File: src/rtl/oscilo_pkg.sv
// Shared definitions for the oscilloscope controller blocks.
//   - command codes decoded by the main state watcher
//   - sample_reader state encoding
//   - sample_t: one sample word, the same width as a UART byte
package oscilo_pkg;

    localparam logic [7:0] CMD_TEST        = 8'h11;
    localparam logic [7:0] CMD_SAMPLER     = 8'h21;
    localparam logic [7:0] CMD_SAMPLE_READ = 8'h22;
    localparam logic [7:0] CMD_REPLAYER    = 8'h71;
    localparam logic [7:0] CMD_REPLY_CNT   = 8'h72;

    localparam int SAMPLE_WIDTH = 8;
    typedef logic [SAMPLE_WIDTH-1:0] sample_t;

    typedef enum logic [2:0] {
        IDLE  = 3'd0,
        HDR   = 3'd1,
        ISSUE = 3'd2,
        WAIT  = 3'd3,
        NEXT  = 3'd4,
        FIN   = 3'd5
    } sr_state_e;

endpackage

File: src/rtl/sample_reader_if.sv
// Bus bundle around sample_reader: the activate/done handshake with the
// state watcher, the asynchronous read port of the sample RAM, and the
// UART_TX manager byte interface.
//   master : the reader (drives done, mem_addr, mem_oe, tx_data, tx_start)
//   slave  : the environment (drives activate, mem_data, tx_active, tx_done)
interface sample_reader_if #(
    parameter int ADDR_WIDTH = 8,
    parameter int DATA_WIDTH = 8
);
    logic                  activate;
    logic                  done;
    logic [ADDR_WIDTH-1:0] mem_addr;
    logic                  mem_oe;
    logic [DATA_WIDTH-1:0] mem_data;
    logic [7:0]            tx_data;
    logic                  tx_start;
    logic                  tx_active;
    logic                  tx_done;

    modport master (
        input  activate, mem_data, tx_active, tx_done,
        output done, mem_addr, mem_oe, tx_data, tx_start
    );

    modport slave (
        output activate, mem_data, tx_active, tx_done,
        input  done, mem_addr, mem_oe, tx_data, tx_start
    );
endinterface

File: src/rtl/sample_reader_tx_byte_issuer.sv
// tx_byte_issuer: one-byte start/finish handshake with the UART_TX manager.
// Shared by sample_reader, replayer and reply_cnt.
//   clk, reset : system clock, async active-high reset
//   req        : caller has a byte ready on tx_data (level)
//   abort      : caller is abandoning the transfer; drop any pending byte
//   tx_active  : UART busy
//   tx_done    : UART end-of-byte pulse
//   tx_start   : registered one-cycle start pulse to the UART
//   issued     : this cycle commits a start (tx_start follows next cycle)
//   byte_sent  : the byte we started has finished
module tx_byte_issuer (
    input  logic clk,
    input  logic reset,
    input  logic req,
    input  logic abort,
    input  logic tx_active,
    input  logic tx_done,
    output logic tx_start,
    output logic issued,
    output logic byte_sent
);
    logic busy_q, busy_d;
    logic tx_start_q, tx_start_d;

    // busy_q tracks "our byte is in the UART"; a tx_done outside that window
    // belongs to nobody and is ignored.
    always_comb begin
        issued     = req && !busy_q && !tx_active && !abort;
        byte_sent  = busy_q && tx_done && !abort;
        tx_start_d = issued;
        busy_d     = busy_q;
        if (issued) begin
            busy_d = 1'b1;
        end else if (byte_sent || abort) begin
            busy_d = 1'b0;
        end
    end

    always_ff @(posedge clk or posedge reset) begin
        if (reset) begin
            busy_q     <= 1'b0;
            tx_start_q <= 1'b0;
        end else begin
            busy_q     <= busy_d;
            tx_start_q <= tx_start_d;
        end
    end

    assign tx_start = tx_start_q;

endmodule

File: src/rtl/sample_reader.sv
// sample_reader: streams the sample RAM to the host as one frame
//   HEADER_BYTE, RAM[0..DEPTH-1], optional XOR-of-samples checksum.
// Runs under the state watcher at CMD_SAMPLE_READ with activate/done.
//   clk, reset : system clock, async active-high reset
//   bus        : sample_reader_if.master (handshake, RAM read port, UART tx)
//
// state | meaning
// IDLE  | waiting for activate; frame counters cleared on start
// HDR   | header byte loaded into tx_data
// ISSUE | waiting for the UART to be idle, then start the byte
// WAIT  | byte in flight, waiting for tx_done
// NEXT  | read next sample (or checksum) into tx_data, or finish
// FIN   | frame sent, done=1 until activate falls
module sample_reader
    import oscilo_pkg::*;
#(
    parameter int         DATA_WIDTH    = 8,
    parameter int         ADDR_WIDTH    = 8,
    parameter int         DEPTH         = 256,
    parameter logic [7:0] HEADER_BYTE   = CMD_SAMPLE_READ,
    parameter bit         SEND_CHECKSUM = 1'b1
) (
    input logic             clk,
    input logic             reset,
    sample_reader_if.master bus
);
    // One extra bit so DEPTH = 2**ADDR_WIDTH is reachable.
    localparam int            CW      = ADDR_WIDTH + 1;
    localparam logic [CW-1:0] DEPTH_C = CW'(DEPTH);

    sr_state_e             state_q, state_d;
    logic                  done_q, done_d;
    logic [7:0]            tx_data_q, tx_data_d;
    logic [ADDR_WIDTH-1:0] mem_addr_q, mem_addr_d;
    logic                  mem_oe_q, mem_oe_d;
    sample_t               checksum_q, checksum_d;
    logic [CW-1:0]         count_q, count_d;
    logic                  cks_sent_q, cks_sent_d;

    logic                  issue_req;
    logic                  issued;
    logic                  byte_sent;
    logic                  abort;
    logic [DATA_WIDTH-1:0] sample_in;

    assign abort     = !bus.activate;
    assign issue_req = (state_q == ISSUE);
    assign sample_in = bus.mem_data;

    tx_byte_issuer u_issuer (
        .clk       (clk),
        .reset     (reset),
        .req       (issue_req),
        .abort     (abort),
        .tx_active (bus.tx_active),
        .tx_done   (bus.tx_done),
        .tx_start  (bus.tx_start),
        .issued    (issued),
        .byte_sent (byte_sent)
    );

    always_comb begin
        state_d    = state_q;
        done_d     = done_q;
        tx_data_d  = tx_data_q;
        mem_addr_d = mem_addr_q;
        mem_oe_d   = 1'b0;
        checksum_d = checksum_q;
        count_d    = count_q;
        cks_sent_d = cks_sent_q;

        case (state_q)
            IDLE: begin
                done_d = 1'b0;
                if (bus.activate) begin
                    count_d    = '0;
                    checksum_d = '0;
                    mem_addr_d = '0;
                    cks_sent_d = 1'b0;
                    state_d    = HDR;
                end
            end
            HDR: begin
                tx_data_d = HEADER_BYTE;
                state_d   = ISSUE;
            end
            ISSUE: begin
                if (issued) state_d = WAIT;
            end
            WAIT: begin
                if (byte_sent) begin
                    state_d = NEXT;
                    // mem_oe is registered, so raise it on entry to a reading NEXT.
                    mem_oe_d = (count_q < DEPTH_C);
                end
            end
            NEXT: begin
                if (count_q < DEPTH_C) begin
                    // RAM read is asynchronous: mem_data belongs to mem_addr_q now.
                    tx_data_d  = 8'(sample_in);
                    checksum_d = checksum_q ^ sample_t'(sample_in);
                    mem_addr_d = mem_addr_q + 1'b1;
                    count_d    = count_q + 1'b1;
                    state_d    = ISSUE;
                end else if (SEND_CHECKSUM && !cks_sent_q) begin
                    tx_data_d  = 8'(checksum_q);
                    cks_sent_d = 1'b1;
                    state_d    = ISSUE;
                end else begin
                    done_d  = 1'b1;
                    state_d = FIN;
                end
            end
            FIN: begin
                if (!bus.activate) begin
                    done_d  = 1'b0;
                    state_d = IDLE;
                end
            end
            default: state_d = IDLE;
        endcase

        // Losing activate anywhere abandons the frame; a byte already in the
        // UART finishes on its own and its tx_done is ignored.
        if (abort) begin
            state_d  = IDLE;
            done_d   = 1'b0;
            mem_oe_d = 1'b0;
        end
    end

    always_ff @(posedge clk or posedge reset) begin
        if (reset) begin
            state_q    <= IDLE;
            done_q     <= 1'b0;
            tx_data_q  <= '0;
            mem_addr_q <= '0;
            mem_oe_q   <= 1'b0;
            checksum_q <= '0;
            count_q    <= '0;
            cks_sent_q <= 1'b0;
        end else begin
            state_q    <= state_d;
            done_q     <= done_d;
            tx_data_q  <= tx_data_d;
            mem_addr_q <= mem_addr_d;
            mem_oe_q   <= mem_oe_d;
            checksum_q <= checksum_d;
            count_q    <= count_d;
            cks_sent_q <= cks_sent_d;
        end
    end

    assign bus.done     = done_q;
    assign bus.tx_data  = tx_data_q;
    assign bus.mem_addr = mem_addr_q;
    assign bus.mem_oe   = mem_oe_q;

endmodule

File: src/flat_wrapper.sv
// flat-port wrapper written by rule: the top's interface ports become plain ports
module sample_reader_flat import oscilo_pkg::*;
#(
    parameter int         DATA_WIDTH    = 8,
    parameter int         ADDR_WIDTH    = 8,
    parameter int         DEPTH         = 256,
    parameter logic [7:0] HEADER_BYTE   = CMD_SAMPLE_READ,
    parameter bit         SEND_CHECKSUM = 1'b1
)
  (clk, reset, bus_activate, bus_mem_data, bus_tx_active, bus_tx_done, bus_done, bus_mem_addr, bus_mem_oe, bus_tx_data, bus_tx_start);
  sample_reader_if #(.ADDR_WIDTH(ADDR_WIDTH), .DATA_WIDTH(DATA_WIDTH)) bus_i ();
  input logic clk;
  input logic reset;
  input wire logic [$bits(bus_i.activate)-1:0] bus_activate;
  input wire logic [$bits(bus_i.mem_data)-1:0] bus_mem_data;
  input wire logic [$bits(bus_i.tx_active)-1:0] bus_tx_active;
  input wire logic [$bits(bus_i.tx_done)-1:0] bus_tx_done;
  output wire logic [$bits(bus_i.done)-1:0] bus_done;
  output wire logic [$bits(bus_i.mem_addr)-1:0] bus_mem_addr;
  output wire logic [$bits(bus_i.mem_oe)-1:0] bus_mem_oe;
  output wire logic [$bits(bus_i.tx_data)-1:0] bus_tx_data;
  output wire logic [$bits(bus_i.tx_start)-1:0] bus_tx_start;
  assign bus_i.activate = bus_activate;
  assign bus_i.mem_data = bus_mem_data;
  assign bus_i.tx_active = bus_tx_active;
  assign bus_i.tx_done = bus_tx_done;
  assign bus_done = bus_i.done;
  assign bus_mem_addr = bus_i.mem_addr;
  assign bus_mem_oe = bus_i.mem_oe;
  assign bus_tx_data = bus_i.tx_data;
  assign bus_tx_start = bus_i.tx_start;
  sample_reader #(.DATA_WIDTH(DATA_WIDTH), .ADDR_WIDTH(ADDR_WIDTH), .DEPTH(DEPTH), .HEADER_BYTE(HEADER_BYTE), .SEND_CHECKSUM(SEND_CHECKSUM)) u_core (.clk(clk), .reset(reset), .bus(bus_i));
endmodule
File: config.mk
export PLATFORM = sky130hd
export DESIGN_NAME = sample_reader_flat
export DESIGN_NICKNAME = d
export VERILOG_FILES = /design/src/rtl/oscilo_pkg.sv /design/src/rtl/sample_reader_if.sv /design/src/rtl/sample_reader_tx_byte_issuer.sv /design/src/rtl/sample_reader.sv /design/src/flat_wrapper.sv
export SDC_FILE = /design/constraint.sdc
export NUM_CORES = 1
export LEC_CHECK = 0
export CORE_MARGIN = 2
export CORE_UTILIZATION = 53
export DETAILED_ROUTE_END_ITERATION = 10
export PLACE_DENSITY = 0.83
export SETUP_SLACK_MARGIN = 0.02
export SYNTH_ARGS = -nofsm -noshare
export SYNTH_HDL_FRONTEND = slang
export SYNTH_SLANG_ARGS = --single-unit
File: constraint.sdc
create_clock -name clk -period 1.9 [get_ports clk]
set_input_delay 0.38 -clock clk [delete_from_list [all_inputs] [get_ports clk]]
set_output_delay 0.38 -clock clk [all_outputs]
set_load 0.02 [all_outputs]
==> results of run 1 <==
[stage by stage]
step | setup WS (ns) | TNS [ns] | utilization [%] | instance area [µm²] | hold WS (ns)
after floorplan | 0.4444 | 0 | - | 2072 | 0.4719
after global placement | 0.03291 | 0 | 66.67 | 2477 | 0.4766
after detailed placement | -0.04586 | -0.05563 | 66.67 | 2477 | 0.4896
after CTS | 0.1146 | 0 | 70.27 | 2611 | 0.5087
after global routing | 0.05392 | 0 | 70.27 | 2611 | 0.5490
final | 0.1252 | 0 | 70.27 | 2611 | 0.4972
[routing by layer]
metal,global-route usage [%],vias to the layer above
met5,0,-
li1,-,802
met2,38.00,29
met4,12.24,0
met1,27.14,798
met3,5.068,12
[power by group]
part	total [mW]	internal, mW	switching, mW
Combinational	0.422	0.192	0.230
Sequential	0.978	0.924	0.0537
Clock	0.827	0.522	0.305
Total	2.23	1.64	0.589
[final cells by class]
type | instances | area, µm²
flip-flops and latches | 41 | 1026
inverters | 6 | 22.52
clock inverters | 3 | 65.06
well taps | 48 | 60.06
fillers | 274 | 1105
multi-input cells | 149 | 948.4
clock buffers | 5 | 68.82
repair buffers | 44 | 420.4
[layout by cell type, fill, tap and decap left out, types with 3 or more instances in the layout]
cell type        synthesis  routed
o2111ai_1                3       3
or2_2                    3       3
inv_1                    6       6
a31oi_1                  3       3
clkbuf_8                 0       5
mux2i_1                  6       6
dfrtp_1                 41      41
buf_4                    3      12
or3_1                    3       3
nor2b_1                  4       4
clkdlybuf4s50_1          0      31
xor2_1                  14      14
o21ai_0                 16      16
nand2_1                 19      19
nand4_1                  3       3
and3_1                   3       3
nor2_1                  21      21
a21oi_1                 11      11
nand3_1                 14      14
[tightest hold or removal path, cell delays in order]
cell and delay, ns:
clkdlybuf4s50_1 0.39, inv_1 0.05, buf_4 0.43
[sequential cells by signal, summed over array words and instances (netlist names)]
register	cells
u_core.bus.mem_addr	8
u_core.checksum_q	8
u_core.bus.tx_data	8
u_core.cks_sent_q	1
u_core.count_q	9
u_core.state_q	3
u_core.u_issuer.tx_start	1
u_core.bus.done	1
u_core.bus.mem_oe	1
u_core.u_issuer.busy_q	1
[kinds of logic (layout without fill, tap and decap cells)]
family,Yosys count,in the layout
AOI/OAI and AO/OA,41,41
xor gates and xnor gates,14,14
adders and majority gates,2,2
buffers and inverters,18,58
DFF,41,41
muxes,8,8
and+or+nand+nor,84,84
[how the worst max path moves through the flow]
stage | from | slack (ns) | end | cells past startpoint
CTS | u_core.bus.mem_addr[3]$_DFFE_PP0P_ | 0.11 | bus_mem_addr[3] | 1
global placement | bus_activate | 0.03 | u_core.bus.mem_addr[7]$_DFFE_PP0P_ | 5
global route | u_core.state_q[2]$_DFFE_PP0P_ | 0.05 | u_core.bus.mem_addr[7]$_DFFE_PP0P_ | 4
finish | u_core.bus.mem_addr[3]$_DFFE_PP0P_ | 0.13 | bus_mem_addr[3] | 1
floorplan | u_core.state_q[2]$_DFFE_PP0P_ | 0.44 | u_core.bus.mem_addr[2]$_DFFE_PP0P_ | 5
detailed placement | bus_activate | -0.05 | u_core.bus.mem_addr[7]$_DFFE_PP0P_ | 5
==> results.py, run 1 <==
metrics = {
    "sta": {
        "post-route-period-util_pct": 93.41,
        "period_needed_ns": 1.775,
        "setup_violations": 0,
        "max_freq_mhz": 563.4,
        "grt_setup_unrepaired": "false",
        "tightestPinTransition_ns": 0.5032,
        "hold_viol_final": 0,
        "slew_viol_final": 0,
        "clock_skew_ns": 0.002422,
        "slew_headroom_pct": 66.45,
    },
    "synth": {
        "synth_top_family_by_area": "simple AND/OR/NAND/NOR gates",
        "yosys.area.top_type_share_pct": 49.52,
        "synth_common_cells": "41 x dfrtp_1, 21 x nor2_1, 19 x nand2_1, 16 x o21ai_0",
        "yosys.area_share.adder_pct": 1.208,
        "synth_simple_gate_area_share_pct": 21.62,
        "synth-compound-area-share_pct": 12.62,
        "ys_top_cells_by_area": "dfrtp_1 50%, xor2_1 5.9%, o21ai_0 3.9%",
        "synth_xor_xnor_area_share_pct": 5.918,
        "synth.most_common_cell": "dfrtp_1",
        "synth_warnings": 0,
        "netlist_area_um2": 2072,
        "netlist_instances": 208,
        "ys.flop_type": "dfrtp_1",
        "synth_mux_area_share_pct": 3.986,
        "synth-edff-count": 0,
        "ys_seq_area_share_pct": 49.52,
        "synth-async-reset-ratio_pct": 100.0,
        "synth_area_per_cell_um2": 9.961,
        "ys_types": 41,
        "syn_nets": 223,
        "synth.ff_latch_count": 41,
        "yosysTopAreaCell": "dfrtp_1",
    },
    "floorplan": {
        "core_um2": 3716,
        "placement_rows": 22,
        "die_area_um2": 4426,
        "boundaryPins": 32,
        "fp.dieH_um": 66.53,
        "die_x_um": 66.53,
        "start_util_pct": 55.76,
    },
    "clock_tree": {
        "cts_sinks": 41,
        "clock_path_buffers": 2,
        "htree_levels": 2,
        "cts_tree": "done",
        "clk_transition_reported_paths_ns": 0.08,
        "root_buffer": "clkbuf_8",
        "numCtsBuffers": 5,
        "post-cts-setup-buffers": 0,
        "clock_latency_ns": 0.30,
        "cts_resized": 0,
        "ctsHoldBuffers": 0,
    },
    "setup_path": {
        "reg2reg_slack_ns": 0.18,
        "critPathCaptureType": "output port",
        "path_cells": "clkdlybuf4s50_1",
        "critPathTopFamily": "buffers and inverters",
        "crit-reg2reg-capture": "u_core.bus.mem_addr[7]$_DFFE_PP0P_",
        "required_ns": 1.52,
        "crit_arrival_ns": 1.39,
        "critPathKind": "reg2out",
        "r2r_start": "u_core.state_q[2]$_DFFE_PP0P_",
        "startpoint_type": "flop",
        "r2r_cells": 4,
        "crit_buf_inv": 1,
        "critPathMaxFanout": 5,
        "slowest_delay_ns": 0.64,
        "critical-path-slowest-cell": "clkdlybuf4s50_1",
    },
    "status": {
        "outcome": "finished, final reports clean",
    },
    "power_and_ir_drop": {
        "p_leak_nw": 1.147,
        "power_mw": 2.226,
        "p_per_area_nw_per_um2": 852.6,
        "peakVddDrop_mv": 0.6361,
    },
    "placed_design": {
        "dp_hpwl_mm": 3.037,
        "post-place-cells": 288,
        "port_buffers": 31,
        "place.gp.congestion": 0.7692,
    },
    "grt": {
        "grt_max_degree": 42,
        "antenna_found_initial": 0,
        "gr-total-overflow": 0,
        "grt_pass1_vias": 1673,
        "grtUsageTotal_pct": 22.72,
        "grt_pass1_wl_mm": 7.431,
    },
    "routing": {
        "met1_length_mm": 1.881,
        "drtPass1Iterations": 4,
        "avgRoutedWirePerCell_um": 14.75,
        "first_iter_violations": 136,
        "wirelength_mm": 4.366,
        "via_per_inst": 5.544,
        "wl_met2_mm": 2.219,
        "drc_errors": 0,
        "wl_met3_um": 129,
        "detail-route-antenna-nets": 0,
        "dr_total_vias": 1641,
        "top_layer_used": "met4",
    },
    "finish": {
        "final_cell_count_no_fill": 296,
        "drive_gt1_share_pct": 13.31,
        "finalNetCount": 262,
        "n_antenna_cell": 0,
        "syn_to_final_growth_pct": 26.03,
    },
    "job": {
        "max_cap_viol_count": 0,
    },
    "min_path": {
        "holdCritPathClass": "in2async",
    },
}
Note: power is estimated with default switching activity, not from simulation.
==> inputs of run 2 (changes only) <==
--- a/config.mk
+++ b/config.mk
@@ -5,9 +5,10 @@
 export SDC_FILE = /design/constraint.sdc
 export NUM_CORES = 1
 export LEC_CHECK = 0
-export CORE_MARGIN = 2
+export CORE_MARGIN = 5
 export CORE_UTILIZATION = 53
 export DETAILED_ROUTE_END_ITERATION = 10
+export MAX_ROUTING_LAYER = met4
 export PLACE_DENSITY = 0.83
 export SETUP_SLACK_MARGIN = 0.02
 export SYNTH_ARGS = -nofsm -noshare
==> run 2 against run 1 <==
Register-to-register slack improved by 0.15 ns. Count of clock-buffer cells in the layout increased by 1. Utilization decreased by 1.2 points. Wire length decreased by 2.7%. Global-route usage decreased by 5.0 points. Cell count increased by 0.34%. Non-clock buffer count increased by 1. Total power decreased by 13%. Sequential power decreased by 0.7%. Sequential share of layout area increased by 0.67 points. Combinational power about the same. First-iteration DRC count decreased by 29%.
==> results.py, run 2 (same netlist as run 1, synthesis figures left out) <==
metrics = {
    "routing": {
        "via_per_inst": 5.465,
        "drc_errors": 0,
        "avgRoutedWirePerCell_um": 14.31,
        "dr_total_vias": 1623,
        "first_iter_violations": 97,
        "drtPass1Iterations": 4,
        "wirelength_mm": 4.249,
        "detail-route-antenna-nets": 0,
    },
    "grt": {
        "gr-total-overflow": 0,
        "grtUsageTotal_pct": 17.71,
        "grt_busiest_layer": "met2",
        "use_met1_pct": 21.25,
        "grt_pass1_vias": 1610,
        "grt_use_met3_pct": 2.909,
        "grt_pass1_wl_mm": 7.093,
        "grt_max_degree": 42,
        "gr-usage-met2_pct": 28.76,
        "antenna_found_initial": 0,
    },
    "clock_tree": {
        "ctsHoldBuffers": 0,
        "numCtsBuffers": 5,
        "clk_transition_reported_paths_ns": 0.08,
        "cts_sinks": 41,
        "root_buffer": "clkbuf_8",
        "cts_resized": 0,
        "clock_latency_ns": 0.29,
        "clock_path_buffers": 2,
        "post-cts-setup-buffers": 0,
        "htree_levels": 2,
        "cts_tree": "done",
    },
    "sta": {
        "tns_ns": 0,
        "setup_violations": 0,
        "slew_headroom_pct": 80.95,
        "period_needed_ns": 1.758,
        "setup_slack_ns": 0.1415,
        "slew_viol_final": 0,
        "max_freq_mhz": 568.7,
        "tightestPinTransition_ns": 0.2831,
        "clock_skew_ns": 0.004919,
        "grt_setup_unrepaired": "false",
        "hold_viol_final": 0,
        "post-route-period-util_pct": 92.55,
    },
    "setup_path": {
        "critPathCaptureType": "output port",
        "slowest_delay_ns": 0.64,
        "crit_buf_inv": 1,
        "critPathKind": "reg2out",
        "critical-path-slowest-cell": "clkdlybuf4s50_1",
        "critPathMaxFanout": 5,
        "crit_arrival_ns": 1.38,
        "reg2reg_slack_ns": 0.33,
        "critPathTopFamily": "buffers and inverters",
        "required_ns": 1.52,
        "startpoint_type": "flop",
        "path_cells": "clkdlybuf4s50_1",
    },
    "placed_design": {
        "post-place-cells": 289,
        "dp_hpwl_mm": 3.071,
        "place_ws_ns": 0.05254,
        "post_dp_cell_area_um2": 2485,
        "port_buffers": 31,
        "place.gp.congestion": 0.8445,
    },
    "job": {
        "max_cap_viol_count": 0,
    },
    "power_and_ir_drop": {
        "peakVddDrop_mv": 0.5523,
        "power_frac_clock_pct": 28.2,
        "seq_power_share_pct": 49.9,
        "p_per_area_nw_per_um2": 757.2,
        "p_sw_share_pct": 29.48,
        "p_comb_share_pct": 21.9,
        "p_leak_nw": 1.129,
        "intPower_mw": 1.371,
        "power.switching_mw": 0.5732,
    },
    "finish": {
        "final_cell_count_no_fill": 297,
        "stdcell_area_um2": 2567,
        "largest-register": "u_core.count_q",
        "final_common_cell": "dfrtp_1",
        "layout_common_cells": "41 x dfrtp_1, 31 x clkdlybuf4s50_1, 21 x nor2_1, 19 x nand2_1, 16 x o21ai_0",
        "largest_reg_flops": 9,
        "finalNetCount": 263,
        "drive_gt1_share_pct": 13.25,
        "syn_to_final_growth_pct": 23.91,
        "n_antenna_cell": 0,
    },
    "status": {
        "outcome": "finished, final reports clean",
    },
    "floorplan": {
        "core_um2": 3716,
        "die_x_um": 72.53,
        "placement_rows": 22,
        "die_area_um2": 5260,
        "boundaryPins": 32,
        "start_util_pct": 55.76,
        "fp.dieH_um": 72.53,
    },
    "min_path": {
        "holdCritPathClass": "in2async",
    },
}
-- run 2: cell count changes in the layout (fill, tap and decap cells not counted) --
cell,before,now
clkbuf_1,0,1
bufinv_16,2,0
clkinv_2,1,2
buf_4,12,13
-- run 2: per-layer routing --
| metal | routed length [µm] | part of all wire [%] |
|---|---|---|
| met4 | 91 | 2.1 |
| met3 | 133 | 3.1 |
| met5 | 0 | 0 |
| met1 | 1891 | 45 |
| met2 | 2133 | 50 |
-- run 2: path summary, 6_finish.rpt --
path	startpoint	end	depth (start not counted)
worst max-delay path	u_core.bus.mem_addr[3]$_DFFE_PP0P_	bus_mem_addr[3]	1
worst min-delay path	reset	u_core.bus.mem_addr[5]$_DFFE_PP0P_	3
worst max register to register	u_core.state_q[1]$_DFFE_PP0P_	u_core.bus.mem_addr[7]$_DFFE_PP0P_	5
worst min register to register	u_core.bus.tx_data[6]$_DFFE_PP0P_	u_core.bus.tx_data[6]$_DFFE_PP0P_	2
max in group asynchronous	reset	u_core.count_q[3]$_DFFE_PP0P_	3
min in group clk	u_core.bus.tx_data[6]$_DFFE_PP0P_	u_core.bus.tx_data[6]$_DFFE_PP0P_	2
-- run 2: final cells by class --
cell class	instances	area, µm²
fillers	291	1149
repair buffers	45	427.9
inverters	6	22.52
clock inverters	2	10.01
well taps	48	60.06
flip-flops and latches	41	1026
multi-input cells	149	948.4
clock buffers	6	72.57
-- run 2: power groups by stage --
stage | Clock (mW) | Sequential (mW) | Combinational, mW
3_5_place_dp | 0 | 0.988 | 0.428
6_report | 0.548 | 0.971 | 0.425
5_1_grt | 0.591 | 0.980 | 0.468
4_1_cts | 0.562 | 0.971 | 0.430
3_3_place_gp | 0 | 0.986 | 0.422
2_1_floorplan | 0 | 1.00 | 0.254
-- run 2: metrics by stage --
step           power, mW  utilization, %  hold slack (ns)
2_1_floorplan      1.255               -           0.4719
3_3_place_gp       1.408           66.87           0.4834
3_5_place_dp       1.416           66.87           0.4895
4_1_cts            1.964           69.09           0.4570
5_1_grt            2.039           69.09           0.4882
6_report           1.944           69.09           0.4485
